--- src/rtl/cache_pkg.sv ---
// rtl/cache_pkg.sv - shared FSM encoding and statistics helpers for cache_ctrl
package cache_pkg;

  localparam int CNT_WIDTH = 16;

  typedef enum logic [2:0] {
    IDLE,
    LOOKUP,
    MEM_RD,
    MEM_WR,
    RESP
  } state_t;

  function automatic logic [CNT_WIDTH-1:0] sat_inc(input logic [CNT_WIDTH-1:0] v);
    return (&v) ? v : v + CNT_WIDTH'(1);
  endfunction

endpackage

--- src/rtl/cache_ctrl_if.sv ---
// rtl/cache_ctrl_if.sv - CPU request/response and backing-memory bus of cache_ctrl
interface cache_ctrl_if #(
  parameter int ADDR_WIDTH = 8,
  parameter int DATA_WIDTH = 8
);

  logic                  req_valid;
  logic                  req_we;
  logic [ADDR_WIDTH-1:0] req_addr;
  logic [DATA_WIDTH-1:0] req_wdata;
  logic                  req_ready;
  logic                  rsp_valid;
  logic [DATA_WIDTH-1:0] rsp_rdata;
  logic                  mem_req;
  logic                  mem_we;
  logic [ADDR_WIDTH-1:0] mem_addr;
  logic [DATA_WIDTH-1:0] mem_wdata;
  logic                  mem_ack;
  logic [DATA_WIDTH-1:0] mem_rdata;

  // master is the CPU plus memory side; slave is the controller
  modport master (
    output req_valid, req_we, req_addr, req_wdata, mem_ack, mem_rdata,
    input  req_ready, rsp_valid, rsp_rdata, mem_req, mem_we, mem_addr, mem_wdata
  );

  modport slave (
    input  req_valid, req_we, req_addr, req_wdata, mem_ack, mem_rdata,
    output req_ready, rsp_valid, rsp_rdata, mem_req, mem_we, mem_addr, mem_wdata
  );

endinterface

--- src/rtl/cache.sv ---
// rtl/cache.sv - direct-mapped tag/data store with combinational lookup
module cache
  import cache_pkg::*;
#(
  parameter int ADDR_WIDTH = 8,
  parameter int DATA_WIDTH = 8,
  parameter int CELL_CNT   = 4
) (
  input  logic                  clk,
  input  logic                  rst,
  input  logic                  we,
  input  logic [ADDR_WIDTH-1:0] addr,
  input  logic [DATA_WIDTH-1:0] wdata,
  output logic [DATA_WIDTH-1:0] rdata,
  output logic                  hit
);

  // CELL_CNT is a power of two; the low address bits select the entry
  localparam int IDX_W = (CELL_CNT > 1) ? $clog2(CELL_CNT) : 1;

  logic [CELL_CNT-1:0]   valid_q;
  logic [ADDR_WIDTH-1:0] tag_q  [CELL_CNT];
  logic [DATA_WIDTH-1:0] data_q [CELL_CNT];
  logic [IDX_W-1:0]      idx;

  assign idx   = addr[IDX_W-1:0];
  assign hit   = valid_q[idx] && (tag_q[idx] == addr);
  assign rdata = data_q[idx];

  always_ff @(posedge clk or negedge rst) begin
    if (!rst) begin
      valid_q <= '0;
      for (int i = 0; i < CELL_CNT; i++) begin
        tag_q[i]  <= '0;
        data_q[i] <= '0;
      end
    end else if (we) begin
      valid_q[idx] <= 1'b1;
      tag_q[idx]   <= addr;
      data_q[idx]  <= wdata;
    end
  end

endmodule

--- src/rtl/cache_ctrl.sv ---
// rtl/cache_ctrl.sv - write-through, write-allocate cache controller with hit/miss statistics
module cache_ctrl
  import cache_pkg::*;
#(
  parameter int ADDR_WIDTH = 8,
  parameter int DATA_WIDTH = 8,
  parameter int CELL_CNT   = 4
) (
  input  logic                 clk,
  input  logic                 rst,
  cache_ctrl_if.slave          bus,
  output logic [CNT_WIDTH-1:0] hit_cnt,
  output logic [CNT_WIDTH-1:0] miss_cnt
);

  state_t                state_q, state_d;
  logic [ADDR_WIDTH-1:0] addr_q;
  logic [DATA_WIDTH-1:0] wdata_q;
  logic                  we_q;
  logic [DATA_WIDTH-1:0] rdata_q, rdata_d;
  logic [CNT_WIDTH-1:0]  hit_q, hit_d, miss_q, miss_d;
  logic                  cache_we, cache_hit;
  logic [DATA_WIDTH-1:0] cache_wdata, cache_rdata;

  cache #(
    .ADDR_WIDTH(ADDR_WIDTH),
    .DATA_WIDTH(DATA_WIDTH),
    .CELL_CNT  (CELL_CNT)
  ) u_cache (
    .clk  (clk),
    .rst  (rst),
    .we   (cache_we),
    .addr (addr_q),
    .wdata(cache_wdata),
    .rdata(cache_rdata),
    .hit  (cache_hit)
  );

  always_ff @(posedge clk or negedge rst) begin
    if (!rst) begin
      state_q <= IDLE;
      addr_q  <= '0;
      wdata_q <= '0;
      we_q    <= 1'b0;
      rdata_q <= '0;
      hit_q   <= '0;
      miss_q  <= '0;
    end else begin
      state_q <= state_d;
      rdata_q <= rdata_d;
      hit_q   <= hit_d;
      miss_q  <= miss_d;
      if (state_q == IDLE && bus.req_valid) begin
        addr_q  <= bus.req_addr;
        wdata_q <= bus.req_wdata;
        we_q    <= bus.req_we;
      end
    end
  end

  always_comb begin
    state_d     = state_q;
    cache_we    = 1'b0;
    cache_wdata = wdata_q;
    rdata_d     = rdata_q;
    hit_d       = hit_q;
    miss_d      = miss_q;
    case (state_q)
      IDLE:   if (bus.req_valid) state_d = LOOKUP;
      LOOKUP: begin
        if (we_q) begin
          cache_we = 1'b1;
          state_d  = MEM_WR;
        end else if (cache_hit) begin
          rdata_d = cache_rdata;
          hit_d   = sat_inc(hit_q);
          state_d = RESP;
        end else begin
          miss_d  = sat_inc(miss_q);
          state_d = MEM_RD;
        end
      end
      MEM_RD: begin
        if (bus.mem_ack) begin
          cache_we    = 1'b1;
          cache_wdata = bus.mem_rdata;
          rdata_d     = bus.mem_rdata;
          state_d     = RESP;
        end
      end
      MEM_WR: if (bus.mem_ack) state_d = RESP;
      RESP:   state_d = IDLE;
      default: state_d = IDLE;
    endcase
  end

  // memory request is a pure state decode so reset drops it asynchronously
  assign bus.req_ready = (state_q == IDLE);
  assign bus.rsp_valid = (state_q == RESP);
  assign bus.rsp_rdata = rdata_q;
  assign bus.mem_req   = (state_q == MEM_RD) || (state_q == MEM_WR);
  assign bus.mem_we    = (state_q == MEM_WR);
  assign bus.mem_addr  = addr_q;
  assign bus.mem_wdata = wdata_q;
  assign hit_cnt       = hit_q;
  assign miss_cnt      = miss_q;

endmodule

--- src/flat_wrapper.sv ---
// flat-port wrapper written by rule: the top's interface ports become plain ports
module cache_ctrl_flat import cache_pkg::*;
#(
  parameter int ADDR_WIDTH = 8,
  parameter int DATA_WIDTH = 8,
  parameter int CELL_CNT   = 4
)
  (clk, rst, hit_cnt, miss_cnt, bus_req_valid, bus_req_we, bus_req_addr, bus_req_wdata, bus_mem_ack, bus_mem_rdata, bus_req_ready, bus_rsp_valid, bus_rsp_rdata, bus_mem_req, bus_mem_we, bus_mem_addr, bus_mem_wdata);
  cache_ctrl_if #(.ADDR_WIDTH(ADDR_WIDTH), .DATA_WIDTH(DATA_WIDTH)) bus_i ();
  input  logic clk;
  input  logic rst;
  output logic [CNT_WIDTH-1:0] hit_cnt;
  output logic [CNT_WIDTH-1:0] miss_cnt;
  input wire logic [$bits(bus_i.req_valid)-1:0] bus_req_valid;
  input wire logic [$bits(bus_i.req_we)-1:0] bus_req_we;
  input wire logic [$bits(bus_i.req_addr)-1:0] bus_req_addr;
  input wire logic [$bits(bus_i.req_wdata)-1:0] bus_req_wdata;
  input wire logic [$bits(bus_i.mem_ack)-1:0] bus_mem_ack;
  input wire logic [$bits(bus_i.mem_rdata)-1:0] bus_mem_rdata;
  output wire logic [$bits(bus_i.req_ready)-1:0] bus_req_ready;
  output wire logic [$bits(bus_i.rsp_valid)-1:0] bus_rsp_valid;
  output wire logic [$bits(bus_i.rsp_rdata)-1:0] bus_rsp_rdata;
  output wire logic [$bits(bus_i.mem_req)-1:0] bus_mem_req;
  output wire logic [$bits(bus_i.mem_we)-1:0] bus_mem_we;
  output wire logic [$bits(bus_i.mem_addr)-1:0] bus_mem_addr;
  output wire logic [$bits(bus_i.mem_wdata)-1:0] bus_mem_wdata;
  assign bus_i.req_valid = bus_req_valid;
  assign bus_i.req_we = bus_req_we;
  assign bus_i.req_addr = bus_req_addr;
  assign bus_i.req_wdata = bus_req_wdata;
  assign bus_i.mem_ack = bus_mem_ack;
  assign bus_i.mem_rdata = bus_mem_rdata;
  assign bus_req_ready = bus_i.req_ready;
  assign bus_rsp_valid = bus_i.rsp_valid;
  assign bus_rsp_rdata = bus_i.rsp_rdata;
  assign bus_mem_req = bus_i.mem_req;
  assign bus_mem_we = bus_i.mem_we;
  assign bus_mem_addr = bus_i.mem_addr;
  assign bus_mem_wdata = bus_i.mem_wdata;
  cache_ctrl #(.ADDR_WIDTH(ADDR_WIDTH), .DATA_WIDTH(DATA_WIDTH), .CELL_CNT(CELL_CNT)) u_core (.clk(clk), .rst(rst), .bus(bus_i), .hit_cnt(hit_cnt), .miss_cnt(miss_cnt));
endmodule
--- config.mk ---
export PLATFORM = sky130hd
export DESIGN_NAME = cache_ctrl_flat
export DESIGN_NICKNAME = d
export VERILOG_FILES = /design/src/rtl/cache_pkg.sv /design/src/rtl/cache_ctrl_if.sv /design/src/rtl/cache.sv /design/src/rtl/cache_ctrl.sv /design/src/flat_wrapper.sv
export SDC_FILE = /design/constraint.sdc
export NUM_CORES = 1
export LEC_CHECK = 0
export BUFFER_PORTS_ARGS = -buffer_cell sky130_fd_sc_hd__buf_2
export CAP_MARGIN = 25
export CORE_AREA = 3 3 102 104
export DETAILED_ROUTE_END_ITERATION = 7
export DIE_AREA = 0 0 105 107
export PLACE_DENSITY = 0.84
export SLEW_MARGIN = 20
export SYNTH_ARGS = -nofsm -noshare
export SYNTH_HDL_FRONTEND = slang
export SYNTH_SLANG_ARGS = --single-unit
--- constraint.sdc ---
create_clock -name clk -period 4.02 [get_ports clk]
set_clock_uncertainty 0.1 [all_clocks]
set_input_delay 1.005 -clock clk [delete_from_list [all_inputs] [get_ports clk]]
set_output_delay 1.005 -clock clk [all_outputs]
set_load 0.1 [all_outputs]
==> metrics.md <==
| Metric | Value |
|---|---|
| Outcome | `completed` |
| Pre-CTS WS | `around 1.1 ns` |
| Ys async rst share | `100%` |
| Area grow syn2layout | `20.3%` |
| Reg2reg setup slack | `1.11 ns` |
| Avg WL per Cell | `roughly 18 um` |
| WHS Path Cells | `1` |
| First-pass GRT wire length | `between 20000 and 25000 um` |
| Vias per std cell | `5.82` |
| Final min period | `2.99 ns` |
| Max Freq | `335 MHz` |
| Final Non-Filler Cells | `704` |
| Syn_area_per_cell | `between 10 and 15 um2` |
| Initial antenna violation count | `0` |
| Longest Clk Path Bufs | `2` |
| Endpoint arrival time on the critical path | `1.88 ns` |
| Final hold vios | `0` |
| Startpoint Class | `flip-flop` |
| Slew margin rel. | `42.6%` |
| Port Buffer Count | `88` |
| Vias in the first global route | `4267` |
| Seq/Total Area, Yosys | `a little over half` |
| Largest cells by area after synthesis | `dfrtp_1 (55%), mux2_2 (10%), xnor2_1 (3.9%), mux4_2 (3.8%), nor2_1 (2.4%)` |
| RePlAce Congestion | `0.863` |
| Total CTS buffers | `17` |
| Nets | `589` |
| Gr usage total | `23.9%` |
| Pwr Density | `around 970 nW/um2` |
| Starting Density | `60.8%` |
| Placed insts | `about 670` |
| Resized Gates After CTS | `0` |
| Distinct cell type count after synthesis | `46` |
| Slew @ Worst Pin | `roughly 0.86 ns` |
| Die ar. | `roughly 11000 um2` |
| Hold Path Origin | `u_core.u_cache.tag_q[9]` |
| Period utilisation layout | `74.3%` |
| Leak | `3.23 nW` |
| Met3 routed WL | `750 um` |
| ANT nets after route | `0` |
| Top_reg_cell synth | `dfrtp_1` |
| Reg-to-reg critical path endpoint | `u_core.miss_cnt[1]` |
| Met2 wire length | `6490 um` |
| Sw power | `0.00310 W` |
| Synth Register Bits | `128` |
| DR pass1 iterations | `5` |
| Yosys top cell by area | `dfrtp_1` |
| Final wirelength | `between 10000 and 15000 um` |
| Clk_lat worst skew | `about 0.51 ns` |
| CTS Hold Bufs | `0` |
| Synthesized cell area | `slightly below 6000 um2` |
| Die height | `107 um` |
| WHS Endpoint | `u_core.u_cache.tag_q[9]` |
| Crit-path max FO | `10` |
| Post-synth EDFFs | `0` |
| Layout cells sized above 1 | `between 30% and 40%` |
| Via count | `4100` |
| Final worst setup slack | `1.03 ns` |
| Grt total ovfl | `0` |
| Final setup vio count | `0` |
| Sequential Power Share | `31.5%` |
| Post-synthesis cell count | `463` |
| Sw frac | `a little under half` |
| Slew Limit Fails | `0` |
| Num rows | `36` |
| TNS Setup | `0 ns` |
| N_diodes | `0` |
| CP endpoint kind | `output pin` |
| Met1 Wirelength | `5220 um` |
| IO Count | `89` |
| Worst R2R Start | `u_core.bus.mem_addr[0]` |
| Data required, critical path | `slightly below 3 ns` |
| Maxcap violations | `0` |
| CTS tree | `done` |
| Reg2reg path depth | `5` |
| Most common cell after layout, fill and taps aside | `dfrtp_1` |
| Top routing layer used | `met4` |
| Clk slew on worst S/H paths | `approximately 0.060 ns` |
| Internal power | `approximately 0.0038 W` |
| # clock sinks | `128` |
| Core footprint | `about 9600 um2` |
| Mapped Nets | `slightly below 500` |
| Share of the synthesized area in the top cell type | `a little over half` |
| Most frequent cells in the layout | `dfrtp_1 (128), buf_2 (87), mux2_2 (52)` |
| H-Tree Depth | `4` |
| RSZ-0062 raised after global routing | `false` |
| Initial DRC Count | `264` |
| YS warnings | `0` |
| DRC | `0` |
| Root Driver | `clkbuf_8` |
| Clk network pwr share | `22.3%` |
| Largest net degree at the start of global routing | `74` |
| Type of the worst setup path | `flip-flop to output pin` |
| Max VDD drop | `570 uV` |
| DP HPWL | `8250 um` |
| Logic pwr share | `approximately 46%` |
| Setup bufs post-CTS | `0` |
| Worst hold path type | `flip-flop to flip-flop` |
| Die extent in x | `about 110 um` |
[through the flow]
| stage | total power [W] | instance area [um2] | util (%) | hold slack [ns] |
|---|---|---|---|---|
| after floorplan | 0.00471 | 5860 | - | 0.325 |
| after global placement | 0.00519 | 6450 | 66.9 | 0.342 |
| after detailed placement | 0.00530 | 6450 | 66.9 | 0.345 |
| after CTS | 0.00690 | 7050 | 73.1 | 0.361 |
| after global routing | 0.00718 | 7050 | 73.1 | 0.380 |
| final | 0.00687 | 7050 | 73.1 | 0.359 |
[critical path, stage by stage (launching register included)]
cell	delay, ns
dfrtp_1	0.53
nand2b_1	0.19
inv_1	0.11
and2_1	0.13
buf_2	0.42
[state kept, by name, summed over array words and instances, names as in the netlist]
signal	count
u_core.miss_cnt	16
u_core.state_q	3
u_core.u_cache.valid_q	4
u_core.bus.mem_addr	8
u_core.bus.mem_wdata	8
u_core.u_cache.data_q	32
u_core.u_cache.tag_q	32
u_core.bus.rsp_rdata	8
u_core.hit_cnt	16
u_core.we_q	1
[cell families (layout without fill, tap and decap cells)]
group           after synthesis  after routing  share of synthesized area, %
xor+xnor                     37             37                          5.66
flops                       128            128                          54.7
compound gates               41             41                          4.14
simple gates                139            139                          13.1
fa+ha+maj                     2              2                         0.427
mux                          85             85                          19.6
buf+inv                      31            139                          2.46
[area by class of cell]
| class | instances | area (um2) |
|---|---|---|
| Clock buffer | 19 | 432 |
| Clock inverter | 13 | 163 |
| Fill cell | 648 | 2590 |
| Inverter | 10 | 37.5 |
| Multi-Input combinational cell | 304 | 2520 |
| Sequential cell | 128 | 3200 |
| Tap cell | 133 | 166 |
| Timing Repair Buffer | 97 | 523 |
[how the worst max path moves through the flow]
| stage | depth (start not counted) | end | from |
|---|---|---|---|
| 5_1_grt | 5 | u_core.miss_cnt[1] | u_core.bus.mem_addr[0] |
| 6_report | 4 | bus_mem_we | u_core.state_q[1] |
| 3_5_place_dp | 5 | u_core.miss_cnt[1] | u_core.bus.mem_addr[0] |
| 2_1_floorplan | 2 | bus_rsp_valid | u_core.state_q[1] |
| 4_1_cts | 4 | bus_mem_we | u_core.state_q[1] |
| 3_3_place_gp | 5 | u_core.miss_cnt[1] | u_core.bus.mem_addr[0] |
[per-layer routing]
layer	GRT usage [%]	up-vias
li1	-	1826
met1	29.8	2068
met2	40.0	171
met3	6.08	35
met4	9.75	0
met5	0	-
[power by group through the flow]
stage          Clock (W)  Sequential (W)  Combinational (W)
2_1_floorplan          0         0.00308            0.00163
3_3_place_gp           0         0.00212            0.00307
3_5_place_dp           0         0.00217            0.00314
4_1_cts          0.00155         0.00216            0.00319
5_1_grt          0.00160         0.00223            0.00335
6_report         0.00153         0.00216            0.00317
[synth_stat cells (all sizes together) (5+ instances only)]
library cell and count:
dfrtp 128, mux2 60, nor2 39, xnor2 27, a21oi 26, nand2 19, nand3 17, mux4 14
nor3 12, and3 11, clkbuf 11, mux2i 11, buf 10, inv 10, xor2 10, nand4 9
o21ai 9, nor2b 6, nand2b 5, or2 5
Power figures use the tool's default switching activity.
